===== config.mk =====
export PLATFORM = sky130hd
export DESIGN_NAME = instruction_fetch_unit
export DESIGN_NICKNAME = d
export VERILOG_FILES = /design/src/rtl/instruction_fetch_unit_pkg.sv /design/src/rtl/instruction_fetch_unit_skid.sv /design/src/rtl/instruction_fetch_unit.sv
export VERILOG_INCLUDE_DIRS = /design/src /design/src/rtl
export SDC_FILE = /design/constraint.sdc
export NUM_CORES = 1
export LEC_CHECK = 0
export ABC_AREA = 1
export CAP_MARGIN = 20
export CORE_UTILIZATION = 30
export CTS_CLUSTER_SIZE = 40
export DETAILED_ROUTE_END_ITERATION = 6
export GPL_ROUTABILITY_DRIVEN = 0
export PLACE_DENSITY_LB_ADDON = 0.2
export SLEW_MARGIN = 30
export SYNTH_ARGS = -nofsm -noshare
export SYNTH_HDL_FRONTEND = slang
export SYNTH_HIERARCHICAL = 1
export SYNTH_SLANG_ARGS = --single-unit

===== constraint.sdc =====
create_clock -name clk -period 1.54 [get_ports clk]
set_input_delay 0.308 -clock clk [delete_from_list [all_inputs] [get_ports clk]]
set_output_delay 0.308 -clock clk [all_outputs]
set_load 0.03 [all_outputs]

===== src/rtl/opcodes.sv =====
`default_nettype none
// ============================================================================
// opcodes.sv
// Shared TSC opcode / function-code constants, textually included by any
// file that needs to recognise specific instructions.
// Revision: 1.0 - initial release
// ============================================================================
`ifndef OPCODES_V
`define OPCODES_V
`define HLT_OP   4'd15
`define HLT_FUNC 6'd29
`endif
`default_nettype wire


===== src/rtl/instruction_fetch_unit_pkg.sv =====
`include "opcodes.sv"
`default_nettype none
// ============================================================================
// instruction_fetch_unit_pkg
// Types and constants shared by the instruction fetch unit and its skid
// buffer: fetch FSM state type, HLT recognition helper.
// Revision: 1.0 - initial release
// ============================================================================
package instruction_fetch_unit_pkg;

  localparam logic [3:0] c_HLT_OP   = `HLT_OP;
  localparam logic [5:0] c_HLT_FUNC = `HLT_FUNC;

  typedef enum logic [1:0] {
    ST_FETCH = 2'd0,  // normal fetching
    ST_DROP  = 2'd1,  // waiting out a stale request after a redirect
    ST_HALT  = 2'd2   // HLT captured, no further requests
  } if_state_t;

  // True when the word is the HLT instruction (opcode and func both match).
  function automatic logic is_hlt(input logic [15:0] word);
    return (word[15:12] == c_HLT_OP) && (word[5:0] == c_HLT_FUNC);
  endfunction

endpackage
`default_nettype wire


===== src/rtl/instruction_fetch_unit_skid.sv =====
`default_nettype none
// ============================================================================
// if_skid_buffer
// One-entry holding register for a fetched word that arrives while the IF/ID
// slot is stalled.
// Ports:
//   clk, reset_n   : clock, asynchronous active-low reset
//   i_flush        : discard contents (redirect), highest priority
//   i_drain        : contents moved to the IF/ID slot this cycle
//   i_load         : capture i_data / i_pc
//   o_valid/o_data/o_pc : buffered entry
// Revision: 1.0 - initial release
// ============================================================================
module if_skid_buffer
  import instruction_fetch_unit_pkg::*;
#(
  parameter int unsigned WORD = 16
) (
  input  logic            clk,
  input  logic            reset_n,
  input  logic            i_flush,
  input  logic            i_drain,
  input  logic            i_load,
  input  logic [WORD-1:0] i_data,
  input  logic [WORD-1:0] i_pc,
  output logic            o_valid,
  output logic [WORD-1:0] o_data,
  output logic [WORD-1:0] o_pc
);

  logic            valid_q, valid_d;
  logic [WORD-1:0] data_q,  data_d;
  logic [WORD-1:0] pc_q,    pc_d;

  always_comb begin
    valid_d = valid_q;
    data_d  = data_q;
    pc_d    = pc_q;
    if (i_flush) begin
      valid_d = 1'b0;
    end else if (i_drain) begin
      valid_d = 1'b0;
    end else if (i_load) begin
      valid_d = 1'b1;
      data_d  = i_data;
      pc_d    = i_pc;
    end
  end

  always_ff @(posedge clk or negedge reset_n) begin
    if (!reset_n) begin
      valid_q <= 1'b0;
      data_q  <= '0;
      pc_q    <= '0;
    end else begin
      valid_q <= valid_d;
      data_q  <= data_d;
      pc_q    <= pc_d;
    end
  end

  assign o_valid = valid_q;
  assign o_data  = data_q;
  assign o_pc    = pc_q;

endmodule
`default_nettype wire


===== src/rtl/instruction_fetch_unit.sv =====
`default_nettype none
// ============================================================================
// instruction_fetch_unit
// Front end of the pipelined 16-bit TSC core. Owns the PC, runs the
// instruction-memory read handshake and fills the IF/ID slot. Supports decode
// stall via a one-entry skid buffer, redirect with discard of an in-flight
// response, and stop on HLT.
// Ports:
//   clk, reset_n            : clock, asynchronous active-low reset
//   i_readM, i_address      : memory read request / word address
//   i_data, inputReady      : memory response data / strobe
//   id_stall                : decode cannot accept, slot must hold
//   redirect_valid/_pc      : flush and refetch from redirect_pc
//   inst_valid, inst, inst_pc : IF/ID slot contents
//   opcode, func_code       : combinational fields of inst
//   halted                  : HLT fetched, fetching stopped
// Revision: 1.0 - initial release
// ============================================================================
module instruction_fetch_unit
  import instruction_fetch_unit_pkg::*;
#(
  parameter int unsigned     WORD     = 16,
  parameter logic [WORD-1:0] RESET_PC = '0
) (
  input  logic            clk,
  input  logic            reset_n,
  output logic            i_readM,
  output logic [WORD-1:0] i_address,
  input  logic [WORD-1:0] i_data,
  input  logic            inputReady,
  input  logic            id_stall,
  input  logic            redirect_valid,
  input  logic [WORD-1:0] redirect_pc,
  output logic            inst_valid,
  output logic [WORD-1:0] inst,
  output logic [WORD-1:0] inst_pc,
  output logic [3:0]      opcode,
  output logic [5:0]      func_code,
  output logic            halted
);

  localparam logic [WORD-1:0] c_PC_INC = {{(WORD-1){1'b0}}, 1'b1};

  if_state_t       state_q, state_d;
  logic [WORD-1:0] pc_q, pc_d;
  logic [WORD-1:0] drop_addr_q, drop_addr_d;
  logic [WORD-1:0] inst_q, inst_d;
  logic [WORD-1:0] inst_pc_q, inst_pc_d;
  logic            inst_valid_q, inst_valid_d;

  logic            w_buf_valid;
  logic [WORD-1:0] w_buf_data;
  logic [WORD-1:0] w_buf_pc;
  logic            w_req;
  logic            w_slot_free;
  logic            w_accept;
  logic            w_drain;
  logic            w_buf_load;

  // A request is open whenever FETCH has nowhere pending to park data, or
  // while DROP waits out the stale response.
  assign w_req       = ((state_q == ST_FETCH) && !w_buf_valid) || (state_q == ST_DROP);
  // Gating with reset_n keeps the request low for the whole time reset is held.
  assign i_readM     = reset_n && w_req;
  assign i_address   = (state_q == ST_DROP) ? drop_addr_q : pc_q;

  assign w_slot_free = !inst_valid_q || !id_stall;
  assign w_accept    = (state_q == ST_FETCH) && w_req && inputReady && !redirect_valid;
  assign w_drain     = w_buf_valid && !id_stall && !redirect_valid;
  assign w_buf_load  = w_accept && !w_slot_free;

  if_skid_buffer #(
    .WORD (WORD)
  ) u_skid (
    .clk     (clk),
    .reset_n (reset_n),
    .i_flush (redirect_valid),
    .i_drain (w_drain),
    .i_load  (w_buf_load),
    .i_data  (i_data),
    .i_pc    (pc_q),
    .o_valid (w_buf_valid),
    .o_data  (w_buf_data),
    .o_pc    (w_buf_pc)
  );

  always_comb begin
    state_d      = state_q;
    pc_d         = pc_q;
    drop_addr_d  = drop_addr_q;
    inst_d       = inst_q;
    inst_pc_d    = inst_pc_q;
    inst_valid_d = inst_valid_q;

    if (redirect_valid) begin
      pc_d         = redirect_pc;
      inst_valid_d = 1'b0;
      // An unanswered request must still be consumed before refetching.
      if (w_req && !inputReady) begin
        state_d     = ST_DROP;
        drop_addr_d = i_address;
      end else begin
        state_d     = ST_FETCH;
      end
    end else begin
      case (state_q)
        ST_FETCH: begin
          if (w_accept) begin
            pc_d = pc_q + c_PC_INC;
            if (is_hlt(i_data)) begin
              state_d = ST_HALT;
            end
          end
        end
        ST_DROP: begin
          if (inputReady) begin
            state_d = ST_FETCH;
          end
        end
        ST_HALT: begin
          state_d = ST_HALT;
        end
        default: begin
          state_d = ST_FETCH;
        end
      endcase

      // Buffered word is older than anything arriving now, so it wins.
      if (w_drain) begin
        inst_d       = w_buf_data;
        inst_pc_d    = w_buf_pc;
        inst_valid_d = 1'b1;
      end else if (w_accept && w_slot_free) begin
        inst_d       = i_data;
        inst_pc_d    = pc_q;
        inst_valid_d = 1'b1;
      end else if (w_slot_free && !w_buf_valid) begin
        inst_valid_d = 1'b0;
      end
    end
  end

  always_ff @(posedge clk or negedge reset_n) begin
    if (!reset_n) begin
      state_q      <= ST_FETCH;
      pc_q         <= RESET_PC;
      drop_addr_q  <= '0;
      inst_q       <= '0;
      inst_pc_q    <= '0;
      inst_valid_q <= 1'b0;
    end else begin
      state_q      <= state_d;
      pc_q         <= pc_d;
      drop_addr_q  <= drop_addr_d;
      inst_q       <= inst_d;
      inst_pc_q    <= inst_pc_d;
      inst_valid_q <= inst_valid_d;
    end
  end

  assign inst_valid = inst_valid_q;
  assign inst       = inst_q;
  assign inst_pc    = inst_pc_q;
  assign opcode     = inst_q[15:12];
  assign func_code  = inst_q[5:0];
  assign halted     = (state_q == ST_HALT);

endmodule
`default_nettype wire


==> summary.txt <==
STA
  – Setup slack of the critical path after layout: -0.222 ns
  – Setup repair after global routing missed its margin: yes
  – Worst Max-Slew Pin Slew: 0.564 ns
  – Setup TNS: -6.11 ns
  – Post-route fraction of the period consumed by the critical path: 1.14
  – Final Hold Viols: 0
  – Crit path time final: between 1.5 and 2 ns
  – Count of pins over their slew limit: 0
  – # setup viols final: 50
  – Worst-case headroom to the max-slew limit: 0.624
  – Fin Clk Skew: 0.00804 ns
  – Maximum achievable frequency: 567 MHz

Setup path
  – Worst Path Required: about 1.2 ns
  – Data arrival time of the critical path: 1.45 ns
  – Start of the worst register-to-register path: state_q[0]$_DFFE_PN0P_
  – Origin of the worst setup path: state_q[1]$_DFFE_PN0P_
  – Chain of cells forming the critical path: inv_2 > nand2_8 > buf_16 > o21ai_2 > buf_6
  – CP startpoint kind: flip-flop
  – Highest net fanout along the worst path: 8
  – Stage delay of the slowest cell on the critical path: ~0.39 ns
  – Critical Path Sink Type: primary output
  – Slowest cell on the critical path: dfrtp_1
  – Critical path type: reg2out

Synth
  – Mean Syn Cell Area: 7.43 sq um
  – Post-Synth Adder-Cell Area: 0.00247
  – Netlist cell types: 28
  – Total nets after synthesis: 719
  – Share of synthesized area spent on multiplexers: 0
  – Post-synthesis share of cell area spent on xor and xnor gates: 0.00519
  – Gate Count Post-Synth: 681
  – Count of flip-flops with a built-in enable after synthesis: 0
  – Warnings, synthesis: 6
  – Dominant combinational cell family by area after synthesis: simple AND/OR/NAND/NOR gates
  – Compound-cell area share of the yosys netlist: 0.0640
  – Simple-Gate Fraction of Synth Area: 0.346
  – Synth Register Bits: 100
  – Post-Synthesis Cell Area: 5060 sq um
  – Proportion of synthesized chip area in sequential cells: 0.494
  – Top flip-flop cell by instance count after synthesis: dfrtp_1
  – Async set-reset flop share out of synthesis: 1.00

Cells and area
  – Most common cell after layout, fill and taps aside: nand2_1
  – Number of nets in the layout: 846
  – Diodes inserted: 0
  – # fillers: 1666
  – Share of final-layout standard cells stronger than drive strength 1: 0.235
  – Top library cells by usage in the layout, fill and taps aside: 289 x nand2_1, 94 x dfrtp_1, 54 x nand3_1, 44 x dlygate4sd2_1, 40 x nand2_2
  – Synth-to-layout area growth: 49.8%
  – Sequential Area: ~2500 sq um
  – Area occupied by multi-input gates: 2520 sq um

Clock network
  – Clock transition time at the flip-flop clock pins of the worst setup and hold paths: 0.07 ns
  – TritonCTS buffer count: 9
  – Number of buffers added to fix hold violations after cts: 0
  – Number of clock sinks: 100
  – Clk buf depth: 2
  – Level count of the clock H-tree: 3
  – Clock tree from TritonCTS: done
  – Root buf cell: clkbuf_16
  – Clock insertion delay at the later pin of the skew report: 0.35 ns

Global route
  – Antenna violations before repair: 0
  – Overflow after GRT: 0
  – Wire length of the first global-routing pass: 23.4 mm
  – Maximum number of pins on one net before global-route repair: 101
  – GRT Overall Usage: 0.170
  – Via count of the first global-routing pass: 4619

Die
  – Die span in y: 132 um
  – Ports placed on the boundary: 98
  – Placeable Area: 16500 sq um
  – Die Footprint: roughly 17000 sq um
  – Width of the die: 132 um
  – # rows: 47
  – Starting Density: 0.306

Drt
  – Remaining number of nets flagged by the antenna check after routing: 0
  – Routed vias: 4795
  – TritonRoute pass-1 iters: 4
  – Post-detailed-route DRC marker count: 0
  – Average vias per placed instance: 4.64
  – Initial DRC Count: 308
  – WL/cell: 14.3 um
  – Aggregate routed wire length: 14.7 mm

Power and ir drop
  – Maximum vdd ir drop: 0.607 mV
  – Power density over the cells: 1180 nW/um^2
  – Leakage power: 3.82 nW

Job
  – Number of maximum-capacitance constraint violations: 0

Placement
  – Dpl hpwl: 9.97 mm
  – Number of I/O port buffers: 97
  – Worst setup slack after placement: -0.380 ns

Hold path
  – Worst hold path class: in2async

Status
  – Run status: finished, violations left
  – Violations in the final reports: negative setup slack
## report_power, final
group | internal, W | switching [W] | total [W]
sequential | 0.00315 | 0.000350 | 0.00350
combinational | 0.00126 | 0.00189 | 0.00314
clock | 0.00128 | 0.000984 | 0.00226
total | 0.00569 | 0.00322 | 0.00891
## synthesized netlist by cell type, types with 3 or more instances
master	count	share of area
buf_2	17	0.017
nand2_1	336	0.25
buf_6	3	0.0067
dfrtp_1	100	0.49
o21ai_0	41	0.041
clkbuf_1	4	0.0030
nand3_1	55	0.054
nand4_1	4	0.0049
o21ai_1	14	0.014
nor3_1	6	0.0059
o211ai_1	3	0.0044
inv_1	42	0.031
nor2_1	18	0.013
buf_4	20	0.030
## critical path, delay by kind of cell (launching register included)
family | cells | cell delay, ns
buffers and inverters | 3 | 0.44
flip-flops | 1 | 0.39
AO/OA/AOI/OAI | 1 | 0.16
AND/OR/NAND/NOR | 1 | 0.10
## metrics by stage
stage	hold WS (ns)	cell area, sq um	total power [W]	std cells	utilization
after floorplan	0.0124	5080	0.00513	681	-
after CTS	0.0974	7190	0.00876	1024	0.435
final	0.0544	7580	0.00891	1033	0.459
after global placement	0.453	6630	0.00641	1002	0.401
after global routing	0.124	7580	0.00939	1033	0.459
after detailed placement	0.459	6630	0.00646	1002	0.401
## metal layers
layer,part of all wire,GRT usage,vias to the layer above
met4,0.014,0.0407,0
met5,0,0,-
met1,0.47,0.234,2265
li1,-,-,2379
met3,0.044,0.0319,15
met2,0.47,0.275,136
## registers in the layout (all words and copies together) (netlist names)
name	flops
drop_addr_q	16
u_skid/o_pc	16
state_q	2
u_skid/o_valid	1
u_skid/o_data	16
inst	16
inst_valid	1
pc_q	16
inst_pc	16
## repair_timing
action,in CTS,in global routing
gates resized for setup,96,82
pin swaps,6,26
gates cloned,3,4
setup endpoints to repair,85,108
setup buffers,3,5
## final cells by class
type | instances | share of cell area
Clock inverter | 2 | 0.00215
Tap cell | 220 | 0.0363
Timing Repair Buffer | 160 | 0.239
Multi-Input combinational cell | 494 | 0.332
Inverter | 43 | 0.0213
Sequential cell | 100 | 0.331
Clock buffer | 14 | 0.0375
## final timing paths
path,end,slack [ns],cells after the start
max,i_address[5],-0.22,5
min,inst[10]$_DFFE_PN0P_,0.05,2
min in group clk,inst_valid$_DFFE_PN0P_,0.41,3
max in group asynchronous,pc_q[9]$_DFFE_PN0P_,1.01,2
min reg2reg,inst_pc[5]$_DFFE_PN0P_,0.47,2
max reg2reg,u_skid/o_data[0]$_DFFE_PN0P_,-0.10,8
## cells by family (layout without fill, tap and decap cells)
| logic type | Yosys count | after routing |
|---|---|---|
| XOR/XNOR | 3 | 3 |
| AO/OA/AOI/OAI | 62 | 62 |
| AND/OR/NAND/NOR | 428 | 428 |
| adder cells (fa/ha/maj) | 1 | 1 |
| buffers and inverters | 87 | 219 |
| flip-flops | 100 | 100 |
Power figures use the tool's default switching activity.
